## src/rtl/music_box_state_controller.sv

```systemverilog
// Mode selector for the music box: debounces push-buttons, drives currentState and
// returns to DoNothing on stateComplete. Define STATE_WATCHDOG_EN to enable the mode watchdog.
module music_box_state_controller #(
    parameter int NUM_BUTTONS     = 4,
    parameter int DEBOUNCE_CYCLES = 500000,
    parameter int WATCHDOG_CYCLES = 500000000
) (
    input  logic                   clock_50Mhz,
    input  logic                   reset,
    input  logic [NUM_BUTTONS-1:0] buttons,
    input  logic [NUM_BUTTONS-1:0] stateComplete,
    output logic [4:0]             currentState,
    output logic                   watchdogFired,
    output logic [31:0]            debugString
);

    localparam int DW = (DEBOUNCE_CYCLES > 1) ? $clog2(DEBOUNCE_CYCLES) : 1;
    localparam logic [DW-1:0] DEB_LAST = DW'(DEBOUNCE_CYCLES - 1);

    typedef enum logic [1:0] {
        IDLE     = 2'd0,
        WAIT_LOW = 2'd1,
        ARMED    = 2'd2
    } fsmState_t;

    logic [NUM_BUTTONS-1:0] sync1_q;
    logic [NUM_BUTTONS-1:0] sync2_q;
    logic [NUM_BUTTONS-1:0] deb_q;
    logic [NUM_BUTTONS-1:0] deb_d;
    logic [NUM_BUTTONS-1:0] debPrev_q;
    logic [NUM_BUTTONS-1:0] seenLow_q;
    logic [NUM_BUTTONS-1:0] seenLow_d;
    logic [DW-1:0]          debCnt_q [NUM_BUTTONS];
    logic [DW-1:0]          debCnt_d [NUM_BUTTONS];
    logic [1:0]             startup_q;
    logic                   startupDone;

    logic [NUM_BUTTONS-1:0] pressEvent;
    logic                   anyPress;
    logic [2:0]             pressIdx;
    logic                   activeDone;

    fsmState_t              state_q;
    logic [2:0]             activeIdx_q;
    logic [4:0]             currentState_q;
    logic [7:0]             ignoredCnt_q;
    logic [7:0]             completeCnt_q;
    logic [7:0]             debPad;

`ifdef STATE_WATCHDOG_EN
    localparam logic [31:0] WD_LAST = 32'(WATCHDOG_CYCLES - 1);
    logic [31:0]            wdCnt_q;
    logic                   watchdogFired_q;
`else
    logic                   unusedWatchdogParam;
    assign unusedWatchdogParam = ^32'(WATCHDOG_CYCLES);
`endif

    // The synchroniser output needs two post-reset edges before it reflects the pins.
    assign startupDone = (startup_q == 2'd2);

    always_comb begin
        deb_d = deb_q;
        for (int k = 0; k < NUM_BUTTONS; k++) begin
            debCnt_d[k] = '0;
            if (sync2_q[k] != deb_q[k]) begin
                if (debCnt_q[k] == DEB_LAST) begin
                    deb_d[k] = ~deb_q[k];
                end else begin
                    debCnt_d[k] = debCnt_q[k] + 1'b1;
                end
            end
        end
    end

    // A button only arms once it has been seen cleanly released, so one held through reset stays masked.
    assign seenLow_d  = seenLow_q | ({NUM_BUTTONS{startupDone}} & ~deb_q & ~sync2_q);
    assign pressEvent = deb_q & ~debPrev_q & seenLow_q;

    always_comb begin
        anyPress = 1'b0;
        pressIdx = '0;
        for (int k = NUM_BUTTONS - 1; k >= 0; k--) begin
            if (pressEvent[k]) begin
                anyPress = 1'b1;
                pressIdx = 3'(k);
            end
        end
    end

    always_comb begin
        activeDone = 1'b0;
        for (int k = 0; k < NUM_BUTTONS; k++) begin
            if (activeIdx_q == 3'(k)) begin
                activeDone = stateComplete[k];
            end
        end
    end

    always_ff @(posedge clock_50Mhz) begin
        if (reset) begin
            sync1_q   <= '0;
            sync2_q   <= '0;
            deb_q     <= '0;
            debPrev_q <= '0;
            seenLow_q <= '0;
            startup_q <= '0;
            for (int k = 0; k < NUM_BUTTONS; k++) begin
                debCnt_q[k] <= '0;
            end
        end else begin
            sync1_q   <= buttons;
            sync2_q   <= sync1_q;
            deb_q     <= deb_d;
            debPrev_q <= deb_q;
            seenLow_q <= seenLow_d;
            if (!startupDone) begin
                startup_q <= startup_q + 2'd1;
            end
            for (int k = 0; k < NUM_BUTTONS; k++) begin
                debCnt_q[k] <= debCnt_d[k];
            end
        end
    end

    always_ff @(posedge clock_50Mhz) begin
        if (reset) begin
            state_q         <= IDLE;
            activeIdx_q     <= '0;
            currentState_q  <= '0;
            ignoredCnt_q    <= '0;
            completeCnt_q   <= '0;
`ifdef STATE_WATCHDOG_EN
            wdCnt_q         <= '0;
            watchdogFired_q <= 1'b0;
`endif
        end else begin
`ifdef STATE_WATCHDOG_EN
            watchdogFired_q <= 1'b0;
            if (state_q != IDLE) begin
                wdCnt_q <= wdCnt_q + 32'd1;
            end
`endif
            if ((state_q != IDLE) && anyPress && (ignoredCnt_q != 8'hFF)) begin
                ignoredCnt_q <= ignoredCnt_q + 8'd1;
            end
            unique case (state_q)
                IDLE: begin
                    if (anyPress) begin
                        state_q        <= WAIT_LOW;
                        activeIdx_q    <= pressIdx;
                        currentState_q <= 5'(pressIdx) + 5'd1;
`ifdef STATE_WATCHDOG_EN
                        wdCnt_q        <= '0;
`endif
                    end
                end
                WAIT_LOW: begin
                    if (!activeDone) begin
                        state_q <= ARMED;
                    end
                end
                ARMED: begin
                    if (activeDone) begin
                        state_q        <= IDLE;
                        currentState_q <= '0;
                        completeCnt_q  <= completeCnt_q + 8'd1;
                    end
                end
                default: begin
                    state_q        <= IDLE;
                    currentState_q <= '0;
                end
            endcase
`ifdef STATE_WATCHDOG_EN
            // A completion on the timeout cycle takes priority over the forced exit.
            if ((state_q != IDLE) && (wdCnt_q == WD_LAST) && !((state_q == ARMED) && activeDone)) begin
                state_q         <= IDLE;
                currentState_q  <= '0;
                watchdogFired_q <= 1'b1;
            end
`endif
        end
    end

    always_comb begin
        debPad = '0;
        debPad[NUM_BUTTONS-1:0] = deb_q;
    end

    assign currentState = currentState_q;
    assign debugString  = {debPad, completeCnt_q, ignoredCnt_q, 1'b0, state_q, currentState_q};

`ifdef STATE_WATCHDOG_EN
    assign watchdogFired = watchdogFired_q;
`else
    assign watchdogFired = 1'b0;
`endif

endmodule

```

## config.mk

```make
export PLATFORM = sky130hd
export DESIGN_NAME = music_box_state_controller
export DESIGN_NICKNAME = d
export VERILOG_FILES = /design/src/rtl/music_box_state_controller.sv
export SDC_FILE = /design/constraint.sdc
export NUM_CORES = 1
export LEC_CHECK = 0
export BUFFER_PORTS_ARGS = -buffer_cell sky130_fd_sc_hd__buf_2
export CAP_MARGIN = 10
export CORE_AREA = 2 2 95 97
export DETAILED_ROUTE_END_ITERATION = 10
export DIE_AREA = 0 0 97 99
export PLACE_DENSITY_LB_ADDON = 0.3
export REMOVE_ABC_BUFFERS = 1
export SYNTH_ARGS = -nofsm -noshare
export SYNTH_HDL_FRONTEND = slang
export SYNTH_SLANG_ARGS = --single-unit
```

## constraint.sdc

```tcl
create_clock -name clock_50Mhz -period 4 [get_ports clock_50Mhz]
set_clock_uncertainty 0.05 [all_clocks]
set_input_delay 0.8 -clock clock_50Mhz [delete_from_list [all_inputs] [get_ports clock_50Mhz]]
set_output_delay 0.8 -clock clock_50Mhz [all_outputs]
set_load 0.005 [all_outputs]
```

== Yosys cells after proc, flatten, opt, wreduce, memory -nomap -nowiden ==
Memories as Yosys holds them, arrays and structs flattened.
Index checks and enable logic that the tools add are counted.
Operators by class
  equality and inequality tests: 18
  add/subtract/negate cells: 8
  bitwise operators: 17
  reduce and logical (&&, ||, !) cells: 13
  mux-type cells: 34
Operators by type and width (number)
  19-bit two-way mux: 12
  19-bit by 1-bit adder with 19-bit output, second input constant: 4
  19-bit equality test, second input constant: 4
  8-bit by 1-bit adder with 8-bit output, second input constant: 2
  4-bit AND: 4
  5-bit one-hot mux with 3 select lines: 1
  4-bit NOT: 3
  2-bit AND reduction: 6
  1-bit two-way mux: 11
  5-bit two-way mux: 2
  3-bit two-way mux: 3
  2-bit two-way mux: 4
  8-bit != test, second input constant: 1
  3-bit by 2-bit equality test with 1-bit output, second input constant: 2
  2-bit != test, second input constant: 3
  2-bit one-hot mux with 3 select lines: 1
  3-bit AND reduction: 2
  1-bit NOT: 5
  3-bit by 1-bit adder with 4-bit output, second input constant: 1
  2-bit equality test, second input constant: 2
  1-bit != test: 4
  1-bit bitwise OR: 4
  4-bit bitwise OR: 1
  3-bit by 1-bit equality test with 1-bit output, second input constant: 1
  6 further kinds: 7
Word-level totals
  word-level logic and storage cells: 105
  input port bits: 10
  register bits after elaboration: 48
  memory bits (writable): 76
  memories: 1
  output and inout port bits: 38
Memory list
  debCnt_q: depth 4, bits a word 19, rd ports 4, clocked after Yosys merged registers in 0, write ports 4, RTL line 33  | logic [DW-1:0] debCnt_q [NUM_BUTTONS];

== Longest topological paths before layout ==
  word-level depth: 10
  gate-level depth with buffers: 8
  gate-level depth less buffers: 6

== Worst setup path after synthesis ==
Ideal clock, no wire load.
  path kind: input port to flip-flop
  start: input stateComplete[3]
  end: register completeCnt_q[5]
  buffers on the path: 1
  slack: 1.953 ns
  library setup time: 0.128 ns
  data arrival time: 1.869 ns
  stages: 6
  data required time: 3.822 ns
  cells stage by stage: mux4_2 > and3_1 > buf_6 > nand4_1 > xor2_1 > nor2_1
On the way
  word-level cells in the longest chain between the ends: 2
Ends and longest elaborated chain
  start, declared: RTL line 11  | input logic [NUM_BUTTONS-1:0] stateComplete,
  1-bit two-way mux: RTL line 94  | if (activeIdx_q == 3'(k)) begin
  2-bit AND reduction (no line)
  end signal, assigned: RTL line 167  | completeCnt_q <= completeCnt_q + 8'd1;
  end, declared: RTL line 47  | logic [7:0] completeCnt_q;
No other way between the ends.
A chain may end at the register's enable or synchronous reset.

== Worst setup path after layout ==
  start: register state_q[1]
  end: output debugString[6]
RTL lines
  start, declared: RTL line 43  | fsmState_t state_q;
  start signal, assigned: RTL line 128  | state_q <= IDLE;
  start signal, assigned: RTL line 150  | state_q <= WAIT_LOW;
  start signal, assigned: RTL line 160  | state_q <= ARMED;
  end, declared: RTL line 14  | output logic [31:0] debugString
No word-level cell between the ends.

==> flow_summary.ini <==
[global_route]
track_usage = 0.212
grt_pass1_vias = 3946
grt-ovfl-total = 0
grt_start_max_net_pins = 31
antenna_found_initial = 0
grt_pass1_wl_mm = 16.9

[critical_path]
rr_worst_depth = 6
cp-startpoint = state_q[1]
cp_max_fo = 10
worst-path-buf-inv = 1
r2r-end = currentState[1]
max_stage_delay_ns = 0.49
cp.depth = 1
start_kind = register
worstPathArrival_ns = 1.18
worstSetupEndpoint = debugString[6]
required_ns = 3.15
r2r_slack_ns = 2.04
crit_type = reg -> out
slowest_stage = dfxtp_1
crit_path_cell_trace = buf_2
critPathCaptureType = output port
path_delay_family = flip-flops
r2r-start = deb_q[2]

[synth]
yosysTopAreaCell = dfxtp_1
ys_seq_elements = 121
synth_area_um2 = 5250
synth_cells = 588
avgSynthCellArea_um2 = 8.92
synth-async-reset-ratio = 0
synth_top_cell_area_share = 0.462
ys_types = 47
yosys_warnings = 0
synth.area.top_cells = dfxtp_1 (46%), xor2_1 (9.5%), nor2_1 (9.0%)
yosysSeqAreaShare = 0.462
synth-edff-count = 0
synth_ff_type = dfxtp_1

[die]
design.core.area_um2 = 8550
fp.dieW_um = 97
rows = 34
pin_count = 48
initial_core_util = 0.614
die_h_um = 99
fp.dieArea_um2 = 9600

[detailed_routing]
drt_wl_total_mm = 9.46
post_drt_via_cell_ratio = 5.34
drc = 0
vias = 3976
dr.pass1.iters = 6
antenna_left = 0
routedWlPerCell_um = 12.7
drtIter0Drc = 120

[place]
detailed_place_hpwl_mm = 6.34
port_buffers = 37
pre_cts_slack_ns = 1.64
dp.cells = 713
globalplace.congestion = 0.812

[power]
power.internal_mw = 2.19
powerDensity_nw_per_um2 = 470
ir_drop_mv = 0.320
p_comb_frac = 0.032
seq_power_share = 0.445
swShare = 0.221
clkPwrFrac = 0.524
p_sw_mw = 0.621
leakage_nw = 2.19

[cts]
cts_resized = 0
clk_pin_slew_ns = 0.06
cts_buffers = 17
cts_tree = built
clkLatencyLatePin_ns = 0.52
cts_root_buf = clkbuf_8
holdBufCountCts = 0
cts_setup_buffers = 0
cts_num_sinks = 121
htreeDepth = 4
clockBufferDepth = 2

[sta]
setup_viol = 0
finalSetupTns_ns = 0
hold_viol = 0
min_period_over_period = 0.508
finalCriticalPeriod_ns = 2.03
max_slew.worst_pin.slew_ns = 0.789
fmax_ghz = 0.492
grt_setup_unrepaired = no
slew_viol_final = 0
holdWs_ns = 0.381
fin_ws_ns = 1.97
slew_headroom = 0.470

[layout]
fin_cells = 745
diodes = 0
nNetsFinal = 642
drive_above_1_share = 0.129
final_util = 0.699
syn_to_final_growth_pct = 14.0

[run_status]
status = complete, no violations

[job]
maxCapViolCount = 0

[hold_path]
hp-class = reg -> reg
[power groups by stage]
| stage | sequential (mW) | clock (mW) | combinational (mW) |
|---|---|---|---|
| after CTS | 1.25 | 1.50 | 0.0899 |
| after global routing | 1.25 | 1.55 | 0.104 |
| final | 1.25 | 1.47 | 0.0886 |
| after detailed placement | 1.28 | 0 | 0.0879 |
| after floorplan | 1.27 | 0 | 0.0608 |
| after global placement | 1.27 | 0 | 0.0801 |
[cell type report]
cell class                      count  area (um2)
Multi-Input combinational cell    434        2600
Fill cell                         677        2570
Clock inverter                     13         144
Tap cell                          108         135
Timing Repair Buffer               38         193
Clock buffer                       19         442
Sequential cell                   121        2420
Inverter                           12        45.0
[registers in the layout, summed over array words and instances (netlist names)]
name	flops
debCnt_q	76
completeCnt_q	8
ignoredCnt_q	8
debPrev_q	4
deb_q	4
seenLow_q	4
sync1_q	4
sync2_q	4
currentState	3
activeIdx_q	2
startup_q	2
state_q	2
[cell usage in the layout (no fill, tap or decap), drive strengths merged, types with 3 or more instances in the layout]
cell type  count
nor3           8
nand3b         5
clkbuf        19
o31ai          3
clkinvlp       4
mux2i          8
nor4           7
and4           9
or4            4
ha             8
nand4         19
clkinv         5
or3            3
or2            4
xnor2         25
a21oi         14
and3          11
nand2         39
nor2         126
inv           14
nor2b         13
xor2          57
buf           38
conb          10
nand2b         3
dfxtp        121
and2           4
o21ai          5
nand3         34
[kinds of logic after synthesis]
logic type               count (synthesis)  synth area share
AND/OR/NAND/NOR                        296             0.278
flip-flops                             121             0.462
XOR/XNOR                                82             0.137
buffers and inverters                   42            0.0494
AO/OA/AOI/OAI                           28            0.0327
multiplexers                            10            0.0217
adder cells (fa/ha/maj)                  8            0.0191
other                                    1          0.000715
[cell usage after synthesis (3+ instances only)]
cell        n
nor2_1    126
nand2_1    37
and2_1      4
clkbuf_1    4
nand3_1    34
dfxtp_1   121
o31ai_1     3
mux2i_1     8
inv_1      12
buf_4      16
or2_2       4
and4_1      9
buf_6       5
nor2b_1    13
nor3_1      8
ha_1        8
or3_1       3
o21ai_0     4
xor2_1     57
and3_1     11
nor4_1      7
a21oi_1    14
nand4_1    19
xnor2_1    25
or4_1       4
nand2b_1    3
nand3b_1    3
[layer usage]
metal,GRT usage,routed length (um)
met4,0.0780,176
met5,0,0
met3,0.0681,412
met1,0.251,4360
met2,0.362,4510
[through the flow]
step / area (um2) / total power [mW]
after floorplan: 5070 / 1.33
after CTS: 5980 / 2.84
after detailed placement: 5390 / 1.36
final: 5980 / 2.81
after global routing: 5980 / 2.91
after global placement: 5390 / 1.35
[how the worst min path moves through the flow]
| stage | slack (ns) | endpoint | cells after the start | from |
|---|---|---|---|---|
| after floorplan | 0.36 | sync2_q[0] | 1 | sync1_q[0] |
| after global routing | 0.40 | sync2_q[2] | 1 | sync1_q[2] |
| after global placement | 0.37 | sync2_q[2] | 1 | sync1_q[2] |
| after detailed placement | 0.37 | sync2_q[2] | 1 | sync1_q[2] |
| after CTS | 0.39 | sync2_q[2] | 1 | sync1_q[2] |
| final | 0.38 | sync2_q[2] | 1 | sync1_q[2] |
Note: power is estimated with default switching activity, not from simulation.
